**src/rtl/fifo_order_arbiter_pkg.sv**
```systemverilog
// Shared types and width helpers for the first-come first-served arbiter.
package fifo_order_arbiter_pkg;

   typedef enum logic {IDLE, GRANT} state_e;

   // Default configuration
   localparam int N_DEF        = 4;
   localparam int MAX_HOLD_DEF = 8;

   // Width of an index into n entries. Never less than 1 bit.
   function automatic int idx_w(input int n);
      return (n < 2) ? 1 : $clog2(n);
   endfunction

   // Width of a counter that must hold the values 0..n.
   function automatic int cnt_w(input int n);
      return (n < 1) ? 1 : $clog2(n + 1);
   endfunction

endpackage

```
**src/rtl/arb_id_fifo.sv**
```systemverilog
// N-deep requester-ID queue.
// Several pushes per cycle are written in ascending ID order, and one pop per cycle is allowed.
// Entry 0 is always the head. A pop shifts the whole queue down by one entry.
module arb_id_fifo
   import fifo_order_arbiter_pkg::*;
#(
   parameter int N   = N_DEF,
   parameter int IDW = idx_w(N_DEF),
   parameter int CW  = cnt_w(N_DEF)
) (
   input  logic           clk,
   input  logic           rst_n,
   input  logic [N-1:0]   push,
   input  logic           pop,
   output logic [IDW-1:0] head,
   output logic [CW-1:0]  count
);

   logic [N-1:0][IDW-1:0] mem_q, mem_d;
   logic [CW-1:0]         count_q, count_d;

   // Shift out the popped head, then append this cycle's arrivals behind the survivors
   always_comb begin
      int cnt;
      mem_d = mem_q;
      cnt   = int'(count_q);
      if (pop && (count_q != '0)) begin
         for (int i = 0; i < N - 1; i++) mem_d[i] = mem_q[i+1];
         mem_d[N-1] = '0;
         cnt        = cnt - 1;
      end
      for (int i = 0; i < N; i++) begin
         if (push[i]) begin
            // Each ID is queued at most once, so cnt < N always holds here
            if (cnt < N) mem_d[IDW'(cnt)] = IDW'(i);
            cnt = cnt + 1;
         end
      end
      count_d = CW'(cnt);
   end

   // Queue storage and occupancy
   always_ff @(posedge clk or negedge rst_n) begin
      if (!rst_n) begin
         mem_q   <= '0;
         count_q <= '0;
      end else begin
         mem_q   <= mem_d;
         count_q <= count_d;
      end
   end

   assign head  = mem_q[0];
   assign count = count_q;

endmodule

```
**src/rtl/fifo_order_arbiter.sv**
```systemverilog
// Grants one shared resource to N requesters in order of request arrival.
// A grant is held until the requester drops req or the hold limit is reached.
module fifo_order_arbiter
   import fifo_order_arbiter_pkg::*;
#(
   parameter int N        = N_DEF,
   parameter int MAX_HOLD = MAX_HOLD_DEF
) (
   input  logic                 clk,
   input  logic                 rst_n,
   input  logic [N-1:0]         req,
   output logic [N-1:0]         grant,
   output logic [idx_w(N)-1:0]  grant_id,
   output logic                 busy,
   output logic                 timeout,
   output logic [cnt_w(N)-1:0]  queue_count
);

   localparam int IDW = idx_w(N);
   localparam int CW  = cnt_w(N);
   localparam int HW  = cnt_w(MAX_HOLD);

   state_e         state_q, state_d;
   logic [N-1:0]   req_prev_q, queued_q, queued_d;
   logic [N-1:0]   grant_q, grant_d;
   logic [IDW-1:0] grant_id_q, grant_id_d;
   logic [HW-1:0]  hold_q, hold_d;
   logic           busy_q, busy_d;
   logic           timeout_q, timeout_d;

   logic [N-1:0]   push, pop_mask;
   logic           pop;
   logic [IDW-1:0] head;
   logic [CW-1:0]  count;

   // A new arrival is a rising req edge from an ID that is not already waiting
   assign push     = req & ~req_prev_q & ~queued_q;
   assign pop      = (state_q == IDLE) && (count != '0);
   assign pop_mask = pop ? (N'(1) << head) : '0;
   assign queued_d = (queued_q | push) & ~pop_mask;

   arb_id_fifo #(.N(N), .IDW(IDW), .CW(CW)) u_fifo (
      .clk   (clk),
      .rst_n (rst_n),
      .push  (push),
      .pop   (pop),
      .head  (head),
      .count (count)
   );

   // Next state, next grant and hold counter
   always_comb begin
      state_d    = state_q;
      grant_d    = grant_q;
      grant_id_d = grant_id_q;
      hold_d     = hold_q;
      timeout_d  = 1'b0;
      unique case (state_q)
         IDLE: begin
            if (pop) begin
               // A withdrawn head is discarded, and that still uses up this cycle
               if (req[head]) begin
                  grant_d    = N'(1) << head;
                  grant_id_d = head;
                  hold_d     = HW'(1);
                  state_d    = GRANT;
               end
            end
         end
         GRANT: begin
            if (!req[grant_id_q]) begin
               grant_d    = '0;
               grant_id_d = '0;
               hold_d     = '0;
               state_d    = IDLE;
            end else if (hold_q == HW'(MAX_HOLD)) begin
               grant_d    = '0;
               grant_id_d = '0;
               hold_d     = '0;
               timeout_d  = 1'b1;
               state_d    = IDLE;
            end else begin
               hold_d = hold_q + HW'(1);
            end
         end
         default: state_d = IDLE;
      endcase
      busy_d = |grant_d;
   end

   // State, edge-detect history and registered outputs
   always_ff @(posedge clk or negedge rst_n) begin
      if (!rst_n) begin
         state_q    <= IDLE;
         req_prev_q <= '0;
         queued_q   <= '0;
         grant_q    <= '0;
         grant_id_q <= '0;
         hold_q     <= '0;
         busy_q     <= 1'b0;
         timeout_q  <= 1'b0;
      end else begin
         state_q    <= state_d;
         req_prev_q <= req;
         queued_q   <= queued_d;
         grant_q    <= grant_d;
         grant_id_q <= grant_id_d;
         hold_q     <= hold_d;
         busy_q     <= busy_d;
         timeout_q  <= timeout_d;
      end
   end

   assign grant       = grant_q;
   assign grant_id    = grant_id_q;
   assign busy        = busy_q;
   assign timeout     = timeout_q;
   assign queue_count = count;

endmodule

```
**config.mk**
```make
export PLATFORM = sky130hd
export DESIGN_NAME = fifo_order_arbiter
export DESIGN_NICKNAME = d
export VERILOG_FILES = /design/src/rtl/fifo_order_arbiter_pkg.sv /design/src/rtl/arb_id_fifo.sv /design/src/rtl/fifo_order_arbiter.sv
export SDC_FILE = /design/constraint.sdc
export NUM_CORES = 1
export LEC_CHECK = 0
export BUFFER_PORTS_ARGS = -buffer_cell sky130_fd_sc_hd__buf_4
export CORE_MARGIN = 2
export CORE_UTILIZATION = 48
export CTS_BUF_LIST = sky130_fd_sc_hd__clkbuf_16
export DETAILED_ROUTE_END_ITERATION = 16
export PLACE_DENSITY = 0.68
export SKIP_LAST_GASP = 1
export SLEW_MARGIN = 20
export SYNTH_ARGS = -nofsm -noshare
export SYNTH_HDL_FRONTEND = slang
export SYNTH_SLANG_ARGS = --single-unit
```
**constraint.sdc**
```tcl
create_clock -name clk -period 4.3 [get_ports clk]
set_clock_uncertainty 0.2 [all_clocks]
set_input_delay 1.075 -clock clk [delete_from_list [all_inputs] [get_ports clk]]
set_output_delay 1.075 -clock clk [all_outputs]
set_load 0.01 [all_outputs]
```
After elaboration in Yosys (flattened, before gate mapping)
Index checks and enable logic that the tools add are counted.
{"block": "word_totals", "reg_bits": 32, "latch_bits": 0, "ramBits": 0, "romBits": 0, "output_inout_bits": 11, "mem_count": 0}
{"block": "op_classes", "add_sub_neg": 6, "multipliers": 0, "n_div": 0, "order_cmp": 14, "eq_ne": 4, "shifts": 1, "n_mux": 50, "bitwise": 17, "n_reduce_logical": 10}
{"op": "32-bit by 4-bit less-than comparator with 1-bit output (second input constant)", "count": 4}
{"op": "32-bit two-way mux", "count": 4}
{"op": "32-bit by 2-bit adder with 32-bit output (second input constant)", "count": 3}
{"op": "8-bit two-way mux", "count": 9}
{"op": "4-bit two-way mux", "count": 9}
{"op": "4-bit AND", "count": 5}
{"op": "4-bit NOT", "count": 5}
{"op": "2-bit demux with 2-bit select", "count": 4}
{"op": "2-bit by 4-bit less-than comparator with 1-bit output (second input constant)", "count": 4}
{"op": "2-bit two-way mux", "count": 8}
{"op": "4-bit case mux with 2 select lines", "count": 2}
{"op": "4-bit bitwise OR", "count": 3}
{"op": "1-bit two-way mux", "count": 9}
{"op": "8-bit AND", "count": 1}
{"op": "2-bit by 1-bit greater-or-equal comparator with 1-bit output (second input constant)", "count": 4}
{"op": "8-bit NOT", "count": 1}
{"op": "8-bit bitwise OR", "count": 1}
{"op": "1-bit logical AND", "count": 6}
{"op": "2-bit by 3-bit less-than comparator with 1-bit output (second input constant)", "count": 2}
{"op": "4-bit by 1-bit adder with 4-bit output (second input constant)", "count": 1}
{"op": "1-bit binary-select mux with 2-bit select", "count": 2}
{"op": "4-bit == test (second input constant)", "count": 1}
{"op": "2-bit case mux with 2 select lines", "count": 1}
{"op": "4-bit OR reduction", "count": 1}
{"op": "other kinds (12)", "count": 12}

Depth between registers and ports, before layout
{"block": "depth", "ltp_word": 21, "mapped_depth": 23, "mapped_depth_nobuf": 22}

Hierarchy
Synthesis repeated with hierarchy kept, for this count alone.
{"block": "hier_totals", "cells_unflattened": 397, "area_unflattened_um2": 3286.9}
{"mod": "arb_id_fifo", "instances": 1, "cells_per_inst": 302, "area_per_inst_um2": 2252.2, "seq_area_each_um2": 275.3}
{"mod": "fifo_order_arbiter", "instances": 1, "cells_per_inst": 95, "area_per_inst_um2": 1034.7, "seq_area_each_um2": 525.5}

Worst setup path after synthesis
No wires, ideal clock.
{"block": "synth_timing", "path_kind": "reg-to-reg", "start": "reg u_fifo.count_q[0] (netlist: u_fifo.count[0])", "end": "reg u_fifo.mem_q[4] (netlist name)", "setup_ps": 128, "arrival_time_ps": 4348, "required_time_ps": 3972, "setup_slack_ps": -376, "stages_incl_launch_ff": 20, "synth_period_minus_slack_ps": 4676, "path_cell_list": "dfrtp_1 > inv_1 > ha_1 > nor2b_1 > o21ai_2 > nand2_1 > ha_1 > nand2_1 > o31a_4 > inv_1 > ha_1 > nor4bb_1 > xnor2_1 > xnor2_1 > o211a_1 > o21ai_0 > or4_1 > o32ai_2 > a32o_1 > o21ai_1"}
{"element": "start: declaration", "line": "arb_id_fifo.sv:20", "rtl": "logic [CW-1:0] count_q, count_d;"}
{"element": "start signal: assignment", "line": "arb_id_fifo.sv:49", "rtl": "count_q <= count_d;"}
{"element": "end signal: assignment", "line": "arb_id_fifo.sv:48", "rtl": "mem_q <= mem_d;"}
{"element": "end: declaration", "line": "arb_id_fifo.sv:19", "rtl": "logic [N-1:0][IDW-1:0] mem_q, mem_d;"}

==> impl_metrics.tcl <==
set metrics [dict create \
    status "finished clean" \
    clock-sinks 32 \
    htree_levels 2 \
    slowest_stage "dfrtp_2" \
    synth_cell_type_count 71 \
    finalSetupViolations 0 \
    cts-buffers-inserted 5 \
    cts.clk_slew.worst_paths_ps 60 \
    synth.net_count 402 \
    p_switching_mw 1.542 \
    dr.pass1.iters 5 \
    max_cap_viol_count 0 \
    use_met1_pct 37.47 \
    cp.arrival_ps 4260 \
    num_vias 3405 \
    grt_busiest_layer "met2" \
    synth_top_area_share_pct 25.98 \
    wirelength_um 10390 \
    synth_area_leader_cell "dfrtp_1" \
    post-route-period-util_pct 99.31 \
    drive_above_1_share_pct 39.05 \
    wl_per_cell_um 18.52 \
    p_seq_share_pct 12.4 \
    clock_latency_ps 280 \
    worst-endpoint-required_ps 4290 \
    worstReg2RegStart "u_fifo.count[1]" \
    antenna_found_initial 0 \
    syn_avg_cell_area_sq_um 8.284 \
    p_leak_nw 2.026 \
    grt_usage_pct 28.22 \
    grt_pass1_wl_um 16220 \
    min-delay-start "grant[3]" \
    die_y_um 84.13 \
    setup_tns_ps 0 \
    reg2reg_depth 17 \
    crit_chain "inv_4 > ha_4 > nand2b_4 > a211oi_4 > o21ai_2 > ha_1 > nor4b_4 > and2_4 > mux2i_2 > a2111oi_4 > buf_4 > mux2i_2 > nand3_1 > mux2i_1 > o31a_1 > o31a_1 > o211ai_1" \
    placementRows 29 \
    maxSlewHeadroom_pct 54.57 \
    grt_pass1_vias 3349 \
    nFillCells 484 \
    drc 0 \
    crit_path_max_incr_delay_ps 420 \
    clock_power_share_pct 12.0 \
    pwr_density_cell_nw_per_um2 752.1 \
    ir_drop_v 0.0006338 \
    vias_per_cell 6.070 \
    syn-instance-count 372 \
    cp_max_fo 8 \
    gp_congestion 0.9674 \
    drt_iter0_drc 301 \
    dpl.hpwl_um 7249 \
    coreArea_sq_um 6277 \
    ys.flop_type "dfrtp_1" \
    startpoint_type "flop" \
    syn2layout_area_growth_pct 45.92 \
    max_freq_mhz 234.2 \
    finalHoldViolations 0 \
    worstMarginPinSlew_ps 674.4 \
    layout_common_cells "buf_4 (111), nand2_1 (53), dfrtp_1 (29)" \
    cts_root_buf "clkbuf_16" \
    die_x_um 84.13 \
    final_common_cell "buf_4" \
    clk_path_buf_depth 2 \
    final_core_util_pct 71.64 \
    ys_seq_elements 32 \
    synth-edff-count 0 \
    worst_setup_path_end_kind "flop" \
    grt_max_degree 33 \
    min_to "grant[3]" \
    grt_overflow 0 \
    diodes 0 \
    critPathKind "reg -> reg" \
    rsz0062_at_grt "yes" \
    layout_min_cycle_time_ps 4271 \
    ios 17 \
    placement.io_buffers 16 \
    yosysSeqAreaShare_pct 25.98 \
    switching_share_pct 45.60 \
    ys.warnings.count 0 \
    min_delay_path_depth 1 \
    p_int_mw 1.840 \
    finalMaxSlewViolations 0 \
    cts_tree "yes" \
    die-area_sq_um 7077 \
    r2r-end "u_fifo.mem_q[3]" \
    reg2reg_setup_slack_ps 30 \
    nNetsFinal 513 \
    ys_async_sr_fraction_pct 100.0 \
    grt_use_met2_pct 47.19 \
    dp.cells 538 \
    yosys-top-cells-area "dfrtp_1 (26%), ha_1 (9.7%), nand2_1 (6.7%)" \
    worstHoldPathType "reg -> reg" \
    met3_usage_pct 3.363 \
    finalPower_mw 3.382 \
    netlist_area_sq_um 3082 \
    initial_core_util_pct 49.09 \
    power.share.combinational_pct 75.7 \
    fin_cells 561 \
    antenna_left 0 \
]
final cells by class:
type	instances	area (sq um)	area share [%]
flip-flops and latches	32	804.5	17.89
repair buffers	115	887.1	19.73
clock buffers	5	125.1	2.782
clock inverters	3	42.54	0.9460
multi-input cells	307	2451	54.51
well taps	77	96.34	2.142
inverters	22	90.09	2.003
kinds of logic (layout without fill, tap and decap cells):
logic type / count (synthesis) / in the layout / synth area share [%]
AO/OA/AOI/OAI: 102 / 102 / 24.61
multiplexers: 14 / 14 / 5.603
adder cells (fa/ha/maj): 24 / 24 / 9.744
AND/OR/NAND/NOR: 154 / 154 / 25.94
flip-flops: 32 / 32 / 25.98
buffers and inverters: 33 / 145 / 4.182
XOR/XNOR: 13 / 13 / 3.938
routing by layer:
metal / wire (um) / part of all wire (%)
met2: 5223 / 50
met1: 4259 / 41
met5: 0 / 0
met4: 305 / 2.9
met3: 602 / 5.8
cells in the mapped netlist, types with 4 or more instances:
cell,count
a21oi_1,22
a31oi_1,6
and2_1,8
and3_1,6
buf_2,4
clkbuf_1,7
dfrtp_1,32
ha_1,24
inv_1,19
mux2i_1,8
nand2_1,55
nand2b_1,5
nand3_1,16
nor2_1,25
nor2b_1,4
nor3_1,8
nor3b_1,4
o211ai_1,7
o21a_1,4
o21ai_0,16
o21ai_1,4
xnor2_1,11
registers in the layout, indices dropped and copies added (netlist names):
name and count:
busy 1, grant 4, grant_id 2, hold_q 4, queued_q 4, req_prev_q 4, state_q 1, timeout 1
u_fifo.count 3, u_fifo.head 2, u_fifo.mem_q 6
metrics by stage:
stage / worst slack [ps] / hold WS (ps) / cell area [sq um]
floorplan: 7.730 / 250.9 / 3167
global placement: -120.5 / 279.8 / 3966
detailed placement: -233.3 / 287.9 / 3966
CTS: 1.337 / 299.3 / 4283
global route: -226.2 / 332.3 / 4497
finish: 29.47 / 312.7 / 4497
worst max-delay path, delay by kind of cell (launching register included):
kind | cells | cell delay (ps)
multiplexers | 3 | 460
adder cells (fa/ha/maj) | 2 | 520
flip-flops | 1 | 420
buffers and inverters | 2 | 280
AO/OA/AOI/OAI | 6 | 1570
AND/OR/NAND/NOR | 4 | 730
power groups by stage:
stage	logic, mW	clock network [mW]	registers [mW]
after global routing	2.75	0.421	0.424
final	2.56	0.405	0.418
after detailed placement	2.12	0	0.412
after global placement	2.08	0	0.410
after floorplan	1.24	0	0.423
after CTS	2.26	0.406	0.416
worst max path at each step:
stage / startpoint / to / depth (start not counted)
6_report: u_fifo.count[1] / u_fifo.mem_q[3] / 17
5_1_grt: u_fifo.count[1] / u_fifo.mem_q[3] / 17
4_1_cts: req[0] / u_fifo.head[1] / 14
3_5_place_dp: req[0] / u_fifo.head[1] / 14
3_3_place_gp: req[0] / u_fifo.mem_q[3] / 17
2_1_floorplan: req[0] / u_fifo.mem_q[4] / 13
what timing repair did:
action                     in CTS  in global routing
cloned                          0                  0
setup endpoints to repair       8                  8
resized for setup              22                 26
pin swaps                      10                 16
buffers inserted                6                  9
hold buffers                    0                  0
Note: power is estimated with default switching activity, not from simulation.
